[config.mk]
export PLATFORM = sky130hd
export DESIGN_NAME = vram_rect_fill_flat
export DESIGN_NICKNAME = d
export VERILOG_FILES = /design/src/rtl/vram_rect_fill_if.sv /design/src/rtl/vram_rect_fill.sv /design/src/flat_wrapper.sv
export SDC_FILE = /design/constraint.sdc
export NUM_CORES = 1
export LEC_CHECK = 0
export CAP_MARGIN = 15
export CORE_AREA = 2 2 119 121
export CTS_CLUSTER_DIAMETER = 150
export CTS_CLUSTER_SIZE = 14
export DETAILED_ROUTE_END_ITERATION = 7
export DIE_AREA = 0 0 121 123
export PLACE_DENSITY = 0.79
export SYNTH_ARGS = -nofsm -noshare
export SYNTH_HDL_FRONTEND = slang
export SYNTH_SLANG_ARGS = --single-unit
[constraint.sdc]
create_clock -name clock -period 20.7 [get_ports clock]
set_clock_uncertainty 0.2 [all_clocks]
set_input_delay 3.105 -clock clock [delete_from_list [all_inputs] [get_ports clock]]
set_output_delay 3.105 -clock clock [all_outputs]
set_load 0.01 [all_outputs]
[src/rtl/vram_rect_fill_if.sv]
// VRAM port A bundle between the rectangle-fill engine and the frame RAM.
interface vram_rect_fill_if;
    logic        vram_enable;
    logic        vram_rw;
    logic [15:0] vram_addr;
    logic [15:0] vram_wdata;
    logic [15:0] vram_rdata;

    modport master (
        output vram_enable,
        output vram_rw,
        output vram_addr,
        output vram_wdata,
        input  vram_rdata
    );

    modport slave (
        input  vram_enable,
        input  vram_rw,
        input  vram_addr,
        input  vram_wdata,
        output vram_rdata
    );
endinterface

[src/rtl/vram_rect_fill.sv]
// Clipped rectangle fill of a 4-bit-per-pixel framebuffer, four pixels per word.
module vram_rect_fill #(
    parameter int H_PIXELS      = 320,
    parameter int V_PIXELS      = 240,
    parameter int WORDS_PER_ROW = 80,
    parameter int READ_LATENCY  = 1
) (
    input  logic             clock,
    input  logic             reset_n,
    input  logic             start,
    input  logic [8:0]       x0,
    input  logic [7:0]       y0,
    input  logic [8:0]       width,
    input  logic [7:0]       height,
    input  logic [3:0]       colour,
    output logic             busy,
    output logic             done,
    vram_rect_fill_if.master vram
);

    typedef enum logic [2:0] {
        IDLE, SETUP, FULL_WR, RD, RD_WAIT, MERGE_WR, NEXT, DONE
    } state_t;

    state_t state_q, state_d;

    logic [8:0]  x0_q, w_q;
    logic [7:0]  y0_q, h_q;
    logic [3:0]  col_q;
    logic [6:0]  wx_q;
    logic [7:0]  y_q;
    logic [15:0] base_q;
    logic [1:0]  cnt_q;
    logic [15:0] addr_q, wdata_q;

    logic [9:0]  x_end, y_end, x1, y1;
    logic        empty, row_last, line_last;
    logic [6:0]  nwx, cur_wx;
    logic [7:0]  ny;
    logic [15:0] nbase, cur_base, cur_addr, merged;
    logic [3:0]  cur_mask;

    function automatic logic [3:0] mask_of(
        input logic [6:0] w,
        input logic [9:0] lo,
        input logic [9:0] hi
    );
        logic [9:0] px;
        logic [3:0] m;
        for (int i = 0; i < 4; i++) begin
            px   = {1'b0, w, 2'(i)};
            m[i] = (px >= lo) && (px <= hi);
        end
        return m;
    endfunction

    // 10-bit sums keep x0+width and y0+height from wrapping before the clip.
    assign x_end = {1'b0, x0_q} + {1'b0, w_q};
    assign y_end = {2'b0, y0_q} + {2'b0, h_q};
    assign x1 = (x_end < 10'(H_PIXELS) ? x_end : 10'(H_PIXELS)) - 10'd1;
    assign y1 = (y_end < 10'(V_PIXELS) ? y_end : 10'(V_PIXELS)) - 10'd1;

    assign empty = (w_q == '0) || (h_q == '0)
                || ({1'b0, x0_q} >= 10'(H_PIXELS))
                || ({2'b0, y0_q} >= 10'(V_PIXELS));

    assign row_last  = {1'b0, wx_q} == x1[9:2];
    assign line_last = {2'b0, y_q} == y1;

    assign nwx   = row_last ? x0_q[8:2] : wx_q + 7'd1;
    assign ny    = row_last ? y_q + 8'd1 : y_q;
    assign nbase = row_last ? base_q + 16'(WORDS_PER_ROW) : base_q;

    // In NEXT the following word is decoded early so it costs no extra cycle.
    assign cur_wx   = (state_q == NEXT) ? nwx : wx_q;
    assign cur_base = (state_q == NEXT) ? nbase : base_q;
    assign cur_addr = cur_base + {9'd0, cur_wx};
    assign cur_mask = mask_of(cur_wx, {1'b0, x0_q}, x1);

    always_comb begin
        merged = vram.vram_rdata;
        for (int i = 0; i < 4; i++) begin
            if (cur_mask[i]) merged[4*(3-i) +: 4] = col_q;
        end
    end

    always_comb begin
        state_d = state_q;
        unique case (state_q)
            IDLE:     if (start) state_d = SETUP;
            SETUP: begin
                if (empty)                  state_d = DONE;
                else if (cur_mask == 4'hF)  state_d = FULL_WR;
                else                        state_d = RD;
            end
            FULL_WR:  state_d = NEXT;
            RD:       state_d = RD_WAIT;
            RD_WAIT:  if (cnt_q == 2'(READ_LATENCY - 1)) state_d = MERGE_WR;
            MERGE_WR: state_d = NEXT;
            NEXT: begin
                if (row_last && line_last)  state_d = DONE;
                else if (cur_mask == 4'hF)  state_d = FULL_WR;
                else                        state_d = RD;
            end
            DONE:     state_d = IDLE;
            default:  state_d = IDLE;
        endcase
    end

    always_ff @(posedge clock or negedge reset_n) begin
        if (!reset_n) begin
            state_q <= IDLE;
            x0_q    <= '0;
            w_q     <= '0;
            y0_q    <= '0;
            h_q     <= '0;
            col_q   <= '0;
            wx_q    <= '0;
            y_q     <= '0;
            base_q  <= '0;
            cnt_q   <= '0;
            addr_q  <= '0;
            wdata_q <= '0;
        end else begin
            state_q <= state_d;
            if (state_q == IDLE && start) begin
                x0_q   <= x0;
                w_q    <= width;
                y0_q   <= y0;
                h_q    <= height;
                col_q  <= colour;
                wx_q   <= x0[8:2];
                y_q    <= y0;
                base_q <= 16'(y0) * 16'(WORDS_PER_ROW);
            end
            if (state_q == NEXT) begin
                wx_q   <= nwx;
                y_q    <= ny;
                base_q <= nbase;
            end
            if (state_q == RD)           cnt_q <= '0;
            else if (state_q == RD_WAIT) cnt_q <= cnt_q + 2'd1;
            if (state_d == FULL_WR || state_d == RD) addr_q <= cur_addr;
            if (state_d == FULL_WR)  wdata_q <= {4{col_q}};
            if (state_d == MERGE_WR) wdata_q <= merged;
        end
    end

    assign busy = (state_q != IDLE) && (state_q != DONE);
    assign done = (state_q == DONE);

    assign vram.vram_enable = (state_q == FULL_WR) || (state_q == RD)
                           || (state_q == MERGE_WR);
    assign vram.vram_rw     = (state_q == FULL_WR) || (state_q == MERGE_WR);
    assign vram.vram_addr   = addr_q;
    assign vram.vram_wdata  = wdata_q;

endmodule

[src/flat_wrapper.sv]
// flat-port wrapper written by rule: the top's interface ports become plain ports
module vram_rect_fill_flat 
#(
    parameter int H_PIXELS      = 320,
    parameter int V_PIXELS      = 240,
    parameter int WORDS_PER_ROW = 80,
    parameter int READ_LATENCY  = 1
)
  (clock, reset_n, start, x0, y0, width, height, colour, busy, done, vram_vram_enable, vram_vram_rw, vram_vram_addr, vram_vram_wdata, vram_vram_rdata);
  vram_rect_fill_if vram_i ();
  input  logic clock;
  input  logic reset_n;
  input  logic start;
  input  logic [8:0] x0;
  input  logic [7:0] y0;
  input  logic [8:0] width;
  input  logic [7:0] height;
  input  logic [3:0] colour;
  output logic busy;
  output logic done;
  output wire logic [$bits(vram_i.vram_enable)-1:0] vram_vram_enable;
  output wire logic [$bits(vram_i.vram_rw)-1:0] vram_vram_rw;
  output wire logic [$bits(vram_i.vram_addr)-1:0] vram_vram_addr;
  output wire logic [$bits(vram_i.vram_wdata)-1:0] vram_vram_wdata;
  input wire logic [$bits(vram_i.vram_rdata)-1:0] vram_vram_rdata;
  assign vram_vram_enable = vram_i.vram_enable;
  assign vram_vram_rw = vram_i.vram_rw;
  assign vram_vram_addr = vram_i.vram_addr;
  assign vram_vram_wdata = vram_i.vram_wdata;
  assign vram_i.vram_rdata = vram_vram_rdata;
  vram_rect_fill #(.H_PIXELS(H_PIXELS), .V_PIXELS(V_PIXELS), .WORDS_PER_ROW(WORDS_PER_ROW), .READ_LATENCY(READ_LATENCY)) u_core (.clock(clock), .reset_n(reset_n), .start(start), .x0(x0), .y0(y0), .width(width), .height(height), .colour(colour), .busy(busy), .done(done), .vram(vram_i));
endmodule
[After elaboration in Yosys (flattened, before gate mapping)]
Cells that the tools add are included.
Storage, ports and cells
  register bits: 106
  bits of input ports: 57
  output and inout bits: 36
  word-level logic and storage cells: 100
Cells by class
  add/sub/neg operators: 9
  $mul: 1
  magnitude comparators: 12
  equal/unequal tests: 15
  muxes and demuxes: 27
  reduce and logical (&&, ||, !) cells: 24
Operator list (count)
  16-bit two-way mux: 6
  9-bit by 10-bit less-or-equal comparator with 1-bit output: 4
  9-bit greater-or-equal comparator: 4
  7-bit two-way mux: 4
  8-bit two-way mux: 3
  3-bit one-hot mux with 7 select lines: 1
  10-bit two-way mux: 2
  10-bit by 1-bit subtractor with 10-bit output (second input constant): 2
  16-bit by 7-bit adder with 16-bit output: 1
  16-bit by 7-bit adder with 16-bit output (second input constant): 1
  4-bit two-way mux: 4
  3-bit equality test (second input constant): 5
  3-bit by 2-bit equality test with 1-bit output (second input constant): 4
  3-bit two-way mux: 4
  8-bit by 3-bit multiplier with 11-bit output (second input constant): 1
  9-bit by 9-bit adder with 10-bit output: 1
  8-bit by 10-bit equality test with 1-bit output: 1
  10-bit by 8-bit less-than comparator with 1-bit output (second input constant): 1
  10-bit by 9-bit less-than comparator with 1-bit output (second input constant): 1
  8-bit by 8-bit adder with 9-bit output: 1
  9-bit greater-or-equal comparator (second input constant): 1
  9-bit logical NOT: 1
  8-bit by 1-bit adder with 8-bit output (second input constant): 1
  7-bit by 8-bit equality test with 1-bit output: 1
  other kinds (18): 33

[Logic depth before layout (Yosys ltp)]
  depth after elaboration: 16
  mapped depth: 35
  gate-level depth less buffers: 31

[Worst setup path before layout]
No wires, ideal clock.
  path type: register to register
  start: reg u_core.x0_q[0]
  end: reg u_core.wdata_q[0] (netlist: u_core.vram.vram_wdata[0])
  setup time: 0.125 ns
  arrival time: 7.041 ns
  required time: 20.375 ns
  setup slack: 13.334 ns
  cell stages (with the launch flop): 34
  path buffers: 4
  clock period less this slack: 7.366 ns
  path through: dfrtp_1 -> ha_1 -> inv_1 -> fa_1 -> and2b_1 -> o2111a_1 -> o2111ai_1 -> and3_1 -> buf_2 -> a21oi_1 -> nand2b_1 -> ha_1 -> and4_1 -> or4_1 -> a221oi_2 -> nand4_4 -> clkbuf_1 -> clkbuf_1 -> nor2_1 -> a21oi_1 -> a21oi_1 -> ha_1 -> a21o_1 -> a21o_1 -> a21oi_1 -> o21ai_0 -> and2_1 -> nand2_1 -> o21ai_0 -> nor4_1 -> a41oi_2 -> mux2_4 -> buf_6 -> mux2_4
On the way
  cells in the longest elaborated chain, start to end: 15
  elaborated cells between the ends (all ways): 33
  those cells by class: 2 x add/sub; 10 x order compare; 4 x eq/ne; 9 x mux; 8 x reduce/logical
RTL lines
  start, declared: RTL line vram_rect_fill.sv:27  | logic [8:0] x0_q, w_q;
  start signal, assigned: RTL line vram_rect_fill.sv:113  | x0_q <= '0;
  start signal, assigned: RTL line vram_rect_fill.sv:127  | x0_q <= x0;
  9-bit by 9-bit adder with 10-bit output: RTL line vram_rect_fill.sv:58  | assign x_end = {1'b0, x0_q} + {1'b0, w_q};
  10-bit by 9-bit less-than comparator with 1-bit output: RTL line vram_rect_fill.sv:60  | assign x1 = (x_end < 10'(H_PIXELS) ? x_end : 10'(H_PIXELS)) - 10'd1;
  10-bit two-way mux: RTL line vram_rect_fill.sv:60
  10-bit by 1-bit subtractor with 10-bit output: RTL line vram_rect_fill.sv:60
  7-bit by 8-bit equality test with 1-bit output: RTL line vram_rect_fill.sv:67  | assign row_last = {1'b0, wx_q} == x1[9:2];
  7-bit two-way mux: RTL line vram_rect_fill.sv:70  | assign nwx = row_last ? x0_q[8:2] : wx_q + 7'd1;
  7-bit two-way mux: RTL line vram_rect_fill.sv:75  | assign cur_wx = (state_q == NEXT) ? nwx : wx_q;
  9-bit by 10-bit less-or-equal comparator with 1-bit output / 9-bit greater-or-equal comparator (equally long branches): RTL line vram_rect_fill.sv:52  | m[i] = (px >= lo) && (px <= hi);
  1-bit logical AND: RTL line vram_rect_fill.sv:52
  4-bit equality test: RTL line vram_rect_fill.sv:93, vram_rect_fill.sv:102
  1-bit two-way mux: RTL line vram_rect_fill.sv:93, vram_rect_fill.sv:102
  3-bit two-way mux (on tied branches): RTL line vram_rect_fill.sv:101, vram_rect_fill.sv:92
  3-bit one-hot mux with 7 select lines *: RTL line vram_rect_fill.sv:89  | unique case (state_q)
  via u_core.state_d[0]: RTL line vram_rect_fill.sv:25  | state_t state_q, state_d;
  3-bit equality test / 3-bit by 2-bit equality test with 1-bit output (equally long branches): RTL line vram_rect_fill.sv:145, vram_rect_fill.sv:144
  16-bit two-way mux / 2-bit nonzero test (equally long branches)
  end signal, assigned: RTL line vram_rect_fill.sv:144  | if (state_d == FULL_WR) wdata_q <= {4{col_q}};
  end signal, assigned: RTL line vram_rect_fill.sv:145  | if (state_d == MERGE_WR) wdata_q <= merged;
  end, declared: RTL line vram_rect_fill.sv:34  | logic [15:0] addr_q, wdata_q;
The timed path passes the listed nets; every way through them passes the cells marked *.
A chain may end at the register's enable or synchronous reset.

[Final worst setup path]
  start: reg u_core.x0_q[0]
  end: reg u_core.wdata_q[6] (netlist: u_core.vram.vram_wdata[6])
The elaborated chain is that of the path after synthesis.

==> impl_metrics.tcl <==
set metrics [dict create \
    port_buffers 92 \
    synthCells 950 \
    hold_class "reg2reg" \
    dieArea_mm2 0.0149 \
    rsz0062_at_grt "false" \
    synth_top_area_share_pct 31.9 \
    syn_nets 1070 \
    rows 43 \
    most-common-layout-cells "nand2_1 (175), dfrtp_1 (102), clkdlybuf4s50_1 (91), a21oi_1 (65), o21ai_0 (64)" \
    synth-seq-cells 102 \
    ys_warn_count 0 \
    start_util_pct 58.8 \
    tightestPinTransition_ns 0.972 \
    grt_max_degree 79 \
    synth_edf_count 0 \
    ys_seq_area_share_pct 31.9 \
    insertion_delay_ns 0.36 \
    area_growth_pct 16.2 \
    die_w_um 121 \
    totalWireLength_um 20700 \
    stdcell_area_mm2 0.00931 \
    num_antenna_cells 0 \
    cts_resized 0 \
    hold_viol 0 \
    clock_path_buffers 2 \
    cts_tree "done" \
    worst-path-max-fanout 28 \
    dpl.hpwl_um 15200 \
    final_common_cell "nand2_1" \
    cts_made_buffers 9 \
    worstPathRequired_ns 20.75 \
    avgSynthCellArea_um2 8.43 \
    ctsHtreeMaxLevel 3 \
    worst_ep_arrival_time_ns 8.36 \
    ant_nets 0 \
    grt_first_pass_wirelength_um 33800 \
    first_pass_iters 6 \
    critPathLaunchType "flop" \
    finalCritPeriodShare_pct 40.2 \
    hold_buffers 0 \
    ctsRootBufferMaster "clkbuf_16" \
    cp-end-kind "flop" \
    detail_route.wl_per_cell_um 17.2 \
    die_y_um 123 \
    drcViolationCount 0 \
    routed_via_density 6.06 \
    placed_cell_area_mm2 0.00901 \
    clock-sinks 102 \
    post-cts-setup-buffers 0 \
    max_freq_ghz 0.120 \
    synth.cell_area_mm2 0.00801 \
    p_leak_nw 4.26 \
    critPathKind "reg2reg" \
    gp_congestion 0.927 \
    yosysUniqueCellTypes 83 \
    max_slew_margin_pct 35.2 \
    slowest_stage "or4_1" \
    ir_worst_vdd_uv 49.3 \
    grt_pass1_vias 6919 \
    drive_gt1_share_pct 8.12 \
    max-cap-violations 0 \
    power_uw 404 \
    pin_count 93 \
    globalRouteTotalUtil_pct 28.4 \
    synthTopCellsByArea "dfrtp_1 (32%), ha_1 (9.4%), nand2_1 (8.2%)" \
    finalCriticalPeriod_ns 8.32 \
    setup_viol 0 \
    cpPeakStageDelay_ns 0.49 \
    synth_largest_area_cell "dfrtp_1" \
    p_per_area_mw_per_mm2 43.4 \
    core_mm2 0.0136 \
    via_count 7288 \
    clk_pin_slew_worst_paths_ns 0.07 \
    slew_violations 0 \
    drtIter0Drc 666 \
    fin_nets 1137 \
    async_flop_share_pct 100 \
    overflow 0 \
    setup-tns-final_ns 0 \
    antenna_found_initial 0 \
    synth-main-ff-cell "dfrtp_1" \
    status "completed" \
]
final timing paths:
path                                            from                   endpoint  slack [ns]  depth (start not counted)
setup / recovery                      u_core.x0_q[0]  u_core.vram.vram_wdata[6]       12.38                         28
hold / removal             u_core.vram.vram_addr[10]  u_core.vram.vram_addr[10]        0.28                          2
setup reg to reg                      u_core.x0_q[0]  u_core.vram.vram_wdata[6]       12.38                         28
hold reg to reg            u_core.vram.vram_addr[10]  u_core.vram.vram_addr[10]        0.28                          2
max in group asynchronous                    reset_n             u_core.wx_q[6]       16.56                          2
min in group asynchronous                    reset_n  u_core.vram.vram_wdata[0]        2.45                          1
worst max-delay path: cells and delay by family (launching register included):
kind | cells | cell delay, ns
muxes | 2 | 0.81
AOI/OAI and AO/OA | 12 | 2.81
DFF | 1 | 0.46
buffers and inverters | 1 | 0.06
adders and majority gates | 4 | 1.32
and+or+nand+nor | 9 | 2.53
cell usage after synthesis (6+ instances only):
cell / instances
clkbuf_1: 28
nor4_1: 7
nand4_1: 8
dfrtp_1: 102
mux2_2: 28
o21bai_1: 6
nand2_1: 175
a21o_1: 18
inv_1: 33
nand3_1: 26
o22ai_1: 6
o21ai_0: 64
ha_1: 60
a31oi_1: 15
nor2_1: 62
and3_1: 7
buf_2: 8
o31ai_1: 9
a21oi_1: 65
mux2_4: 11
mux2i_1: 6
nor3_1: 17
nand2b_1: 11
a211oi_1: 13
xnor2_1: 38
xor2_1: 19
nor2b_1: 6
and2_1: 8
power by group:
group | switching (mW) | internal (mW) | leakage [nW]
registers | 0.00130 | 0.201 | 1.25
logic | 0.0132 | 0.0185 | 2.86
clock network | 0.0848 | 0.0848 | 0.143
flip-flops by register name (all words and copies together), names as in the netlist:
name / cells
u_core.y0_q: 8
u_core.cnt_q: 2
u_core.state_q: 3
u_core.vram.vram_addr: 16
u_core.base_q: 12
u_core.y_q: 8
u_core.wx_q: 7
u_core.x0_q: 9
u_core.col_q: 4
u_core.w_q: 9
u_core.vram.vram_wdata: 16
u_core.h_q: 8
metrics by stage:
step / instances / setup WS, ns / hold slack (ns) / util [%]
2_1_floorplan: 950 / 13.33 / 0.250 / -
5_1_grt: 1202 / 11.73 / 0.305 / 68.4
4_1_cts: 1202 / 12.43 / 0.287 / 68.4
3_5_place_dp: 1186 / 12.46 / 0.270 / 66.2
6_report: 1202 / 12.38 / 0.281 / 68.4
3_3_place_gp: 1186 / 12.74 / 0.263 / 66.2
kinds of logic after synthesis:
group | share of synthesized area [%]
and+or+nand+nor | 20.4
adders and majority gates | 10.1
buffers and inverters | 3.84
other | 0.0468
xor gates and xnor gates | 6.44
AOI/OAI and AO/OA | 20.6
DFF | 31.9
muxes | 6.75
area by class of cell:
class                      count  area [µm²]
clock inverter                 7        68.8
clock buffer                   9         225
tap                          180         225
sequential                   102        2550
inverter                      33         124
fill                        1095        4300
multi-input combinational    773        5150
timing repair buffer          98         963
layer usage:
metal,global-route usage [%],vias up,wire (µm),share of wire (%)
li1,-,3533,-,-
met1,37.9,3493,9250,45
met2,48.1,220,9980,48
met3,4.47,42,955,4.6
met4,8.28,0,509,2.5
met5,0,-,0,0
(Power assumes the default switching activity.)
